## src/rtl/vec_elem_sequencer.sv

```systemverilog
// ---------------------------------------------------------------------------
// vec_elem_sequencer
//
// Purpose:
//   Walks the element indices of one accepted vector instruction, from
//   vstart up to vl-1, and hands them to the lane datapath one element
//   micro-op per ready/valid handshake. The sequencer also:
//     - reports the register-group position (register within the LMUL
//       group, element offset within that register),
//     - latches the tail/mask agnostic policy bits,
//     - pulses done and vstart_clr when the instruction finishes, so the
//       CSR file can return vstart to 0.
//
// Configuration:
//   VEC_TAIL_FILL_EN  When defined, the tail elements (vl_eff..vlmax-1) are
//                     issued with elem_tail=1 if the latched vta is 1, so the
//                     lane can write all-ones. When undefined, the TAIL state
//                     is unreachable and elem_tail is tied to 0.
//   XLEN              Width of the index/length buses (default 32).
//
// Ports:
//   clk, n_rst          clock, asynchronous active-low reset
//   instr_valid/ready   instruction handshake (ready only while idle)
//   vec_length          vl from the CSR file
//   start_element       vstart from the CSR file
//   sew                 element width in bits: 8/16/32/64, anything else is
//                       reserved. The bus is 7 bits wide so that 64 fits.
//   vlmul               group multiplier: 1/2/4/8
//   tail_agnostic       vta
//   mask_agnostic       vma
//   elem_valid/ready    element micro-op handshake
//   elem_idx            absolute element index
//   elem_reg            register offset within the LMUL group
//   elem_off            element offset within that register
//   elem_tail           element lies in the tail (idx >= vl_eff)
//   elem_ma             latched vma
//   busy                instruction in progress
//   done, vstart_clr    one-cycle completion pulses (coincident)
//   cfg_err             reserved sew / illegal vlmul, sticky until next accept
// ---------------------------------------------------------------------------
`ifndef XLEN
`define XLEN 32
`endif

module vec_elem_sequencer #(
  parameter  int VLEN  = 512,
  localparam int OFF_W = $clog2(VLEN / 8)
) (
  input  logic              clk,
  input  logic              n_rst,
  input  logic              instr_valid,
  output logic              instr_ready,
  input  logic [`XLEN-1:0]  vec_length,
  input  logic [`XLEN-1:0]  start_element,
  input  logic [6:0]        sew,
  input  logic [3:0]        vlmul,
  input  logic              tail_agnostic,
  input  logic              mask_agnostic,
  output logic              elem_valid,
  input  logic              elem_ready,
  output logic [`XLEN-1:0]  elem_idx,
  output logic [2:0]        elem_reg,
  output logic [OFF_W-1:0]  elem_off,
  output logic              elem_tail,
  output logic              elem_ma,
  output logic              busy,
  output logic              done,
  output logic              vstart_clr,
  output logic              cfg_err
);

  localparam int XW = `XLEN;

  localparam logic [1:0] S_IDLE = 2'd0;
  localparam logic [1:0] S_RUN  = 2'd1;
  localparam logic [1:0] S_TAIL = 2'd2;
  localparam logic [1:0] S_FIN  = 2'd3;

  // -------------------------------------------------------------------------
  // State
  // -------------------------------------------------------------------------
  logic [1:0]       state_reg,   state_next;
  logic [XW-1:0]    idx_reg,     idx_next;
  logic [2:0]       grp_reg,     grp_next;
  logic [OFF_W-1:0] off_reg,     off_next;
  logic [OFF_W-1:0] off_max_reg, off_max_next;   // elements per register - 1
  logic [XW-1:0]    vl_eff_reg,  vl_eff_next;
  logic [XW-1:0]    vlmax_reg,   vlmax_next;
  logic             vma_reg,     vma_next;
  logic             cfg_err_reg, cfg_err_next;
  logic             tail_en;        // tail issue enabled for the running instruction
  logic             tail_en_in;     // tail issue enabled for the instruction being accepted

`ifdef VEC_TAIL_FILL_EN
  logic vta_reg, vta_next;
  assign tail_en    = vta_reg;
  assign tail_en_in = tail_agnostic;
`else
  logic unused_vta;
  assign unused_vta = tail_agnostic;
  assign tail_en    = 1'b0;
  assign tail_en_in = 1'b0;
`endif

  // -------------------------------------------------------------------------
  // Instruction decode (only meaningful while idle)
  // -------------------------------------------------------------------------
  logic             sew_ok, lmul_ok;
  logic [1:0]       sew_log2;       // log2(sew/8)
  logic [1:0]       lmul_log2;
  logic [XW-1:0]    epr;            // elements per register = VLEN/sew
  logic [XW-1:0]    vlmax_dec;
  logic [XW-1:0]    vl_eff_dec;
  logic [XW-1:0]    start_idx;
  logic [2:0]       start_grp;
  logic [OFF_W-1:0] start_off;

  always_comb begin
    sew_ok    = 1'b1;
    sew_log2  = 2'd0;
    case (sew)
      7'd8:    sew_log2 = 2'd0;
      7'd16:   sew_log2 = 2'd1;
      7'd32:   sew_log2 = 2'd2;
      7'd64:   sew_log2 = 2'd3;
      default: sew_ok   = 1'b0;
    endcase

    lmul_ok   = 1'b1;
    lmul_log2 = 2'd0;
    case (vlmul)
      4'd1:    lmul_log2 = 2'd0;
      4'd2:    lmul_log2 = 2'd1;
      4'd4:    lmul_log2 = 2'd2;
      4'd8:    lmul_log2 = 2'd3;
      default: lmul_ok   = 1'b0;
    endcase

    // vlmax = VLEN*vlmul/sew, built from shifts only
    epr        = XW'(VLEN / 8) >> sew_log2;
    vlmax_dec  = epr << lmul_log2;
    vl_eff_dec = (vec_length < vlmax_dec) ? vec_length : vlmax_dec;

    // When vstart is past the body, the first issued index (if any) is the
    // first tail element.
    start_idx  = (start_element < vl_eff_dec) ? start_element : vl_eff_dec;

    // idx / epr == (idx << log2(sew/8)) >> log2(VLEN/8); start_idx < 8*epr
    // so the pre-shift value cannot overflow XLEN.
    start_grp  = 3'((start_idx << sew_log2) >> OFF_W);
    start_off  = OFF_W'(start_idx & (epr - XW'(1)));
  end

  // -------------------------------------------------------------------------
  // Next-state logic
  // -------------------------------------------------------------------------
  logic fire;
  assign fire = elem_valid & elem_ready;

  always_comb begin
    state_next   = state_reg;
    idx_next     = idx_reg;
    grp_next     = grp_reg;
    off_next     = off_reg;
    off_max_next = off_max_reg;
    vl_eff_next  = vl_eff_reg;
    vlmax_next   = vlmax_reg;
    vma_next     = vma_reg;
    cfg_err_next = cfg_err_reg;
`ifdef VEC_TAIL_FILL_EN
    vta_next     = vta_reg;
`endif

    // Element advance: the offset counter wraps at the register boundary and
    // carries into the group register, so no divide sits in the loop.
    if (fire) begin
      idx_next = idx_reg + XW'(1);
      if (off_reg == off_max_reg) begin
        off_next = '0;
        grp_next = grp_reg + 3'd1;
      end else begin
        off_next = off_reg + OFF_W'(1);
      end
    end

    case (state_reg)
      S_IDLE: begin
        if (instr_valid) begin
          idx_next     = start_idx;
          grp_next     = start_grp;
          off_next     = start_off;
          off_max_next = OFF_W'(epr - XW'(1));
          vl_eff_next  = vl_eff_dec;
          vlmax_next   = vlmax_dec;
          vma_next     = mask_agnostic;
          cfg_err_next = !(sew_ok && lmul_ok);
`ifdef VEC_TAIL_FILL_EN
          vta_next     = tail_agnostic;
`endif
          if (!(sew_ok && lmul_ok)) begin
            state_next = S_FIN;
          end else if (start_element >= vl_eff_dec) begin
            state_next = (tail_en_in && (vl_eff_dec < vlmax_dec)) ? S_TAIL : S_FIN;
          end else begin
            state_next = S_RUN;
          end
        end
      end

      S_RUN: begin
        if (fire && (idx_reg == vl_eff_reg - XW'(1))) begin
          state_next = (tail_en && (vl_eff_reg < vlmax_reg)) ? S_TAIL : S_FIN;
        end
      end

      S_TAIL: begin
        if (fire && (idx_reg == vlmax_reg - XW'(1))) begin
          state_next = S_FIN;
        end
      end

      default: begin  // S_FIN
        state_next = S_IDLE;
      end
    endcase
  end

  // -------------------------------------------------------------------------
  // Registers
  // -------------------------------------------------------------------------
  always_ff @(posedge clk or negedge n_rst) begin
    if (!n_rst) begin
      state_reg   <= S_IDLE;
      idx_reg     <= '0;
      grp_reg     <= '0;
      off_reg     <= '0;
      off_max_reg <= '0;
      vl_eff_reg  <= '0;
      vlmax_reg   <= '0;
      vma_reg     <= 1'b0;
      cfg_err_reg <= 1'b0;
    end else begin
      state_reg   <= state_next;
      idx_reg     <= idx_next;
      grp_reg     <= grp_next;
      off_reg     <= off_next;
      off_max_reg <= off_max_next;
      vl_eff_reg  <= vl_eff_next;
      vlmax_reg   <= vlmax_next;
      vma_reg     <= vma_next;
      cfg_err_reg <= cfg_err_next;
    end
  end

`ifdef VEC_TAIL_FILL_EN
  always_ff @(posedge clk or negedge n_rst) begin
    if (!n_rst) begin
      vta_reg <= 1'b0;
    end else begin
      vta_reg <= vta_next;
    end
  end
`endif

  // -------------------------------------------------------------------------
  // Outputs: pure decodes of registered state, so elem_valid never depends
  // on elem_ready and everything holds during a stall.
  // -------------------------------------------------------------------------
  assign instr_ready = (state_reg == S_IDLE);
  assign busy        = (state_reg != S_IDLE);
  assign elem_valid  = (state_reg == S_RUN) || (state_reg == S_TAIL);
  assign done        = (state_reg == S_FIN);
  assign vstart_clr  = (state_reg == S_FIN);
  assign elem_idx    = idx_reg;
  assign elem_reg    = grp_reg;
  assign elem_off    = off_reg;
  assign elem_ma     = vma_reg;
  assign cfg_err     = cfg_err_reg;
`ifdef VEC_TAIL_FILL_EN
  assign elem_tail   = (state_reg == S_TAIL);
`else
  assign elem_tail   = 1'b0;
`endif

endmodule

```

## config.mk

```make
export PLATFORM = sky130hd
export DESIGN_NAME = vec_elem_sequencer
export DESIGN_NICKNAME = d
export VERILOG_FILES = /design/src/rtl/vec_elem_sequencer.sv
export SDC_FILE = /design/constraint.sdc
export NUM_CORES = 1
export LEC_CHECK = 0
export ABC_AREA = 0
export ABC_CLOCK_PERIOD_IN_PS = 4200
export BUFFER_PORTS_ARGS = -buffer_cell sky130_fd_sc_hd__buf_4
export CAP_MARGIN = 20
export CORE_UTILIZATION = 35
export DETAILED_ROUTE_END_ITERATION = 8
export PLACE_DENSITY = 0.57
export SYNTH_ARGS = -nofsm -noshare
export SYNTH_HDL_FRONTEND = slang
export SYNTH_SLANG_ARGS = --single-unit
```

## constraint.sdc

```tcl
create_clock -name clk -period 4.2 [get_ports clk]
set_input_delay 0.21 -clock clk [delete_from_list [all_inputs] [get_ports clk]]
set_output_delay 0.21 -clock clk [all_outputs]
set_load 0.02 [all_outputs]
```

==> summary.txt <==
Outcome
  – Status: finished, violations left
  – Failing checks: setup timing

Power
  – Internal: ~1.7 mW
  – Sw frac: between 30% and 40%
  – Pwr dens: roughly 250 nW/µm²
  – PnR Total Power: around 2.6 mW
  – VDD IR max: about 0.00016 V
  – Switching power total: approximately 850 µW
  – Comb power frac: roughly 29%
  – Clk pwr share: roughly a third
  – Leakage power: 4.56 nW
  – Flop pwr share: about two fifths

Timing
  – Final worst slack: -314 ps
  – Min cycle time layout: 4510 ps
  – Fmax achieved: 222 MHz
  – Worst slew margin: slightly above 30%
  – Fin. max-slew vios: 0
  – Unrepaired setup endpoints after global routing: true
  – Least-Margin Pin Slew: just over 1000 ps
  – Setup violations, final: 42
  – Final hold vios: 0
  – Setup tns final: -9240 ps
  – Clk_skew: between 8 and 9 ps
  – Final period utilization: 107%

Run
  – MaxCap Viol Count: 0

Route
  – DR WL met2: roughly 12,000 µm
  – Via count: roughly 7,600
  – DRT met1 WL: between 10,000 and 15,000 µm
  – Final WL: 24,500 µm
  – Detailed Route Iter0 Violations: ~480
  – Pre-Repair DR Iteration Count: 5
  – WL/cell: 17.8 µm
  – DRC: 0
  – Routed length on met3: 1240 µm
  – Remaining antenna violation count after routing: 0
  – Highest metal used: met4
  – DR vias/cell: 5.53

Place
  – Routability congestion estimate: between 0.8 and 0.9
  – DP HPWL: between 15,000 and 20,000 µm
  – DP Area: slightly above 9000 µm²
  – Port Buf Inserts: ~130
  – Setup slack at placement: -684 ps

Global routing
  – Total gr overflow: 0
  – Vias in the first global route: slightly above 7,000
  – First-pass GRT wire length: 38,400 µm
  – Largest net degree at the start of global routing: 53
  – Initial antenna violation count: 0
  – GRT Total Usage: 22.4%

Cells and area
  – Layout cells sized above 1: 29.1%
  – Layout area overhead: 35.1%
  – Final Cell Area: just over 10,000 µm²
  – Core Util, Final: 48.2%
  – Final #Nets: 1,227
  – Number of fill cells in the layout: 2,103
  – Diode count: 0

Worst setup path
  – FF-to-FF setup slack: approximately 600 ps
  – Family with the most delay on the worst path: compound AO/OA/AOI/OAI gates
  – Crit Path Class: in -> reg
  – Most frequent CP cell: a21o_1
  – R2r endpoint: state_reg[1]
  – Worst setup SP type: input pin
  – Buf+Inv Stages, Crit Path: 3
  – Crit-path max FO: 5
  – CP cell instances: buf_8, or4_4, buf_6, nor4b_4, a21o_1, a21o_1, inv_2, ha_4, a21o_1, nor4_2, nor2_2, a21o_4, mux2i_2, ha_1, a21o_1, nand3_1, a21oi_1, o31a_1, a31o_4, or3_4, o211ai_1, a311oi_1
  – Worst path arrival time: about 4700 ps
  – Slowest CP cell: or4_4
  – Data required, critical path: approximately 4400 ps
  – Worst flop-to-flop path startpoint: vl_eff_reg[0]
  – Cell count of the worst reg-to-reg path: 10
  – Crit. End Element: register
  – Crit-path max cell delay: between 500 and 600 ps

Min path
  – Hold path depth: 3
  – Hold crit path type: in -> reg
  – Hold Path End: elem_ma
  – Min-delay src: mask_agnostic

Clocking
  – CTS sink count: approximately 90
  – Clock-pin slew on the worst setup and hold paths: 60 ps
  – Clk_lat worst skew: between 300 and 400 ps
  – H-Tree Depth: 3
  – TritonCTS clock tree: yes
  – Root Driver: clkbuf_16
  – Clock Path Buffers: 2
  – Num CTS Buffers: 9

Synth
  – Mapped Area: 7470 µm²
  – Avg Inst Size Synth: 8.25 µm²
  – Post-Syn Instances: 906
  – Post-synth EDFFs: 0
  – Top cells by area, synth: dfrtp_1, ha_1, xnor2_1
  – Top FF cell, synth: dfrtp_1
  – Synth cell types: 68
  – Top cell type's share of synthesized area: ~29%
  – Synth top cells by count: dfrtp_1, nand2_1, o21ai_0
  – Seq/Total Area, Yosys: 29.5%
  – Area leader, netlist: dfrtp_1
  – Register bit count reported by yosys: slightly below 90
  – Post-synth ARST share: 100%
  – Yosys warning total: 0
  – Count leader, synth: dfrtp_1

Die
  – Die area: ~22,000 µm²
  – Num rows: 53
  – Initial core utilization: between 30% and 40%
  – CORE AREA: 21,000 µm²
  – Die Ht: 148 µm
  – Die X: between 100 and 150 µm
  – # IOs: 130
-- tightest hold or removal path, stage by stage --
cell,delay (ps)
buf_4,80
nand2_1,40
nand2_1,50
-- cell families (layout without fill, tap and decap cells) --
family | count (synthesis) | after routing | synth area share (%)
simple gates | 374 | 374 | 26.9
compound gates | 218 | 219 | 19.5
flops | 88 | 88 | 29.5
xor+xnor | 82 | 82 | 9.61
buf+inv | 81 | 254 | 4.52
fa+ha+maj | 49 | 49 | 8.21
mux | 12 | 12 | 1.66
other cells | 2 | 23 | 0.101
-- layer usage --
metal	vias up	GRT usage [%]
li1	3727	-
met1	3633	31.0
met2	220	35.7
met3	36	3.04
met4	0	7.89
met5	-	0
-- cells in the final DEF (no fill, tap or decap), drive strengths merged, types with 10 or more instances in the layout --
cell / Yosys / final
a21o: 12 / 12
a21oi: 38 / 38
and2: 25 / 25
and3: 12 / 12
buf: 11 / 215
clkbuf: 48 / 11
conb: 2 / 23
dfrtp: 88 / 88
ha: 49 / 49
inv: 22 / 23
nand2: 80 / 80
nand3: 49 / 49
nand4: 24 / 24
nor2: 64 / 64
nor3: 25 / 25
nor4: 26 / 26
o211ai: 14 / 14
o21ai: 67 / 67
or3: 10 / 10
or4: 14 / 14
xnor2: 41 / 41
xor2: 41 / 41
-- power groups by stage --
stage | registers (mW) | logic, mW | clock network (mW)
after detailed placement | 1.02 | 0.664 | 0
after floorplan | 1.01 | 0.365 | 0
final | 1.01 | 0.738 | 0.828
after CTS | 1.01 | 0.700 | 0.845
after global routing | 1.01 | 0.808 | 0.874
after global placement | 1.02 | 0.662 | 0
-- stage by stage --
stage / instances / hold slack (ps)
4_1_cts: 1369 / 42.8
2_1_floorplan: 927 / -85.6
6_report: 1376 / 52.3
3_3_place_gp: 1346 / 297
5_1_grt: 1376 / 74.7
3_5_place_dp: 1346 / 304
-- final cells by class --
class	instances	area, µm²	area share [%]
well taps	275	344	3.41
repair buffers	217	1720	17.1
inverters	22	82.6	0.818
clock buffers	10	239	2.37
flip-flops and latches	88	2200	21.8
multi-input cells	759	5450	54.0
clock inverters	5	56.3	0.558
-- worst max path at each step --
stage / slack [ps] / from / to / cells past startpoint
2_1_floorplan: -500 / sew[1] / elem_reg[0] / 23
3_3_place_gp: -590 / sew[1] / elem_idx[4] / 21
3_5_place_dp: -680 / sew[1] / elem_idx[4] / 21
4_1_cts: -270 / sew[2] / elem_reg[0] / 21
5_1_grt: -460 / sew[1] / elem_reg[0] / 22
6_report: -310 / sew[1] / elem_reg[0] / 22
-- repair_timing --
action,4_1_cts,5_1_grt
endpoints found under the setup margin,42,42
hold buffers,1,0
pin swaps,31,45
resized for setup,65,52
cloned,1,1
endpoints found under the hold margin,51,0
buffers inserted,6,6
Note: power is estimated with default switching activity, not from simulation.
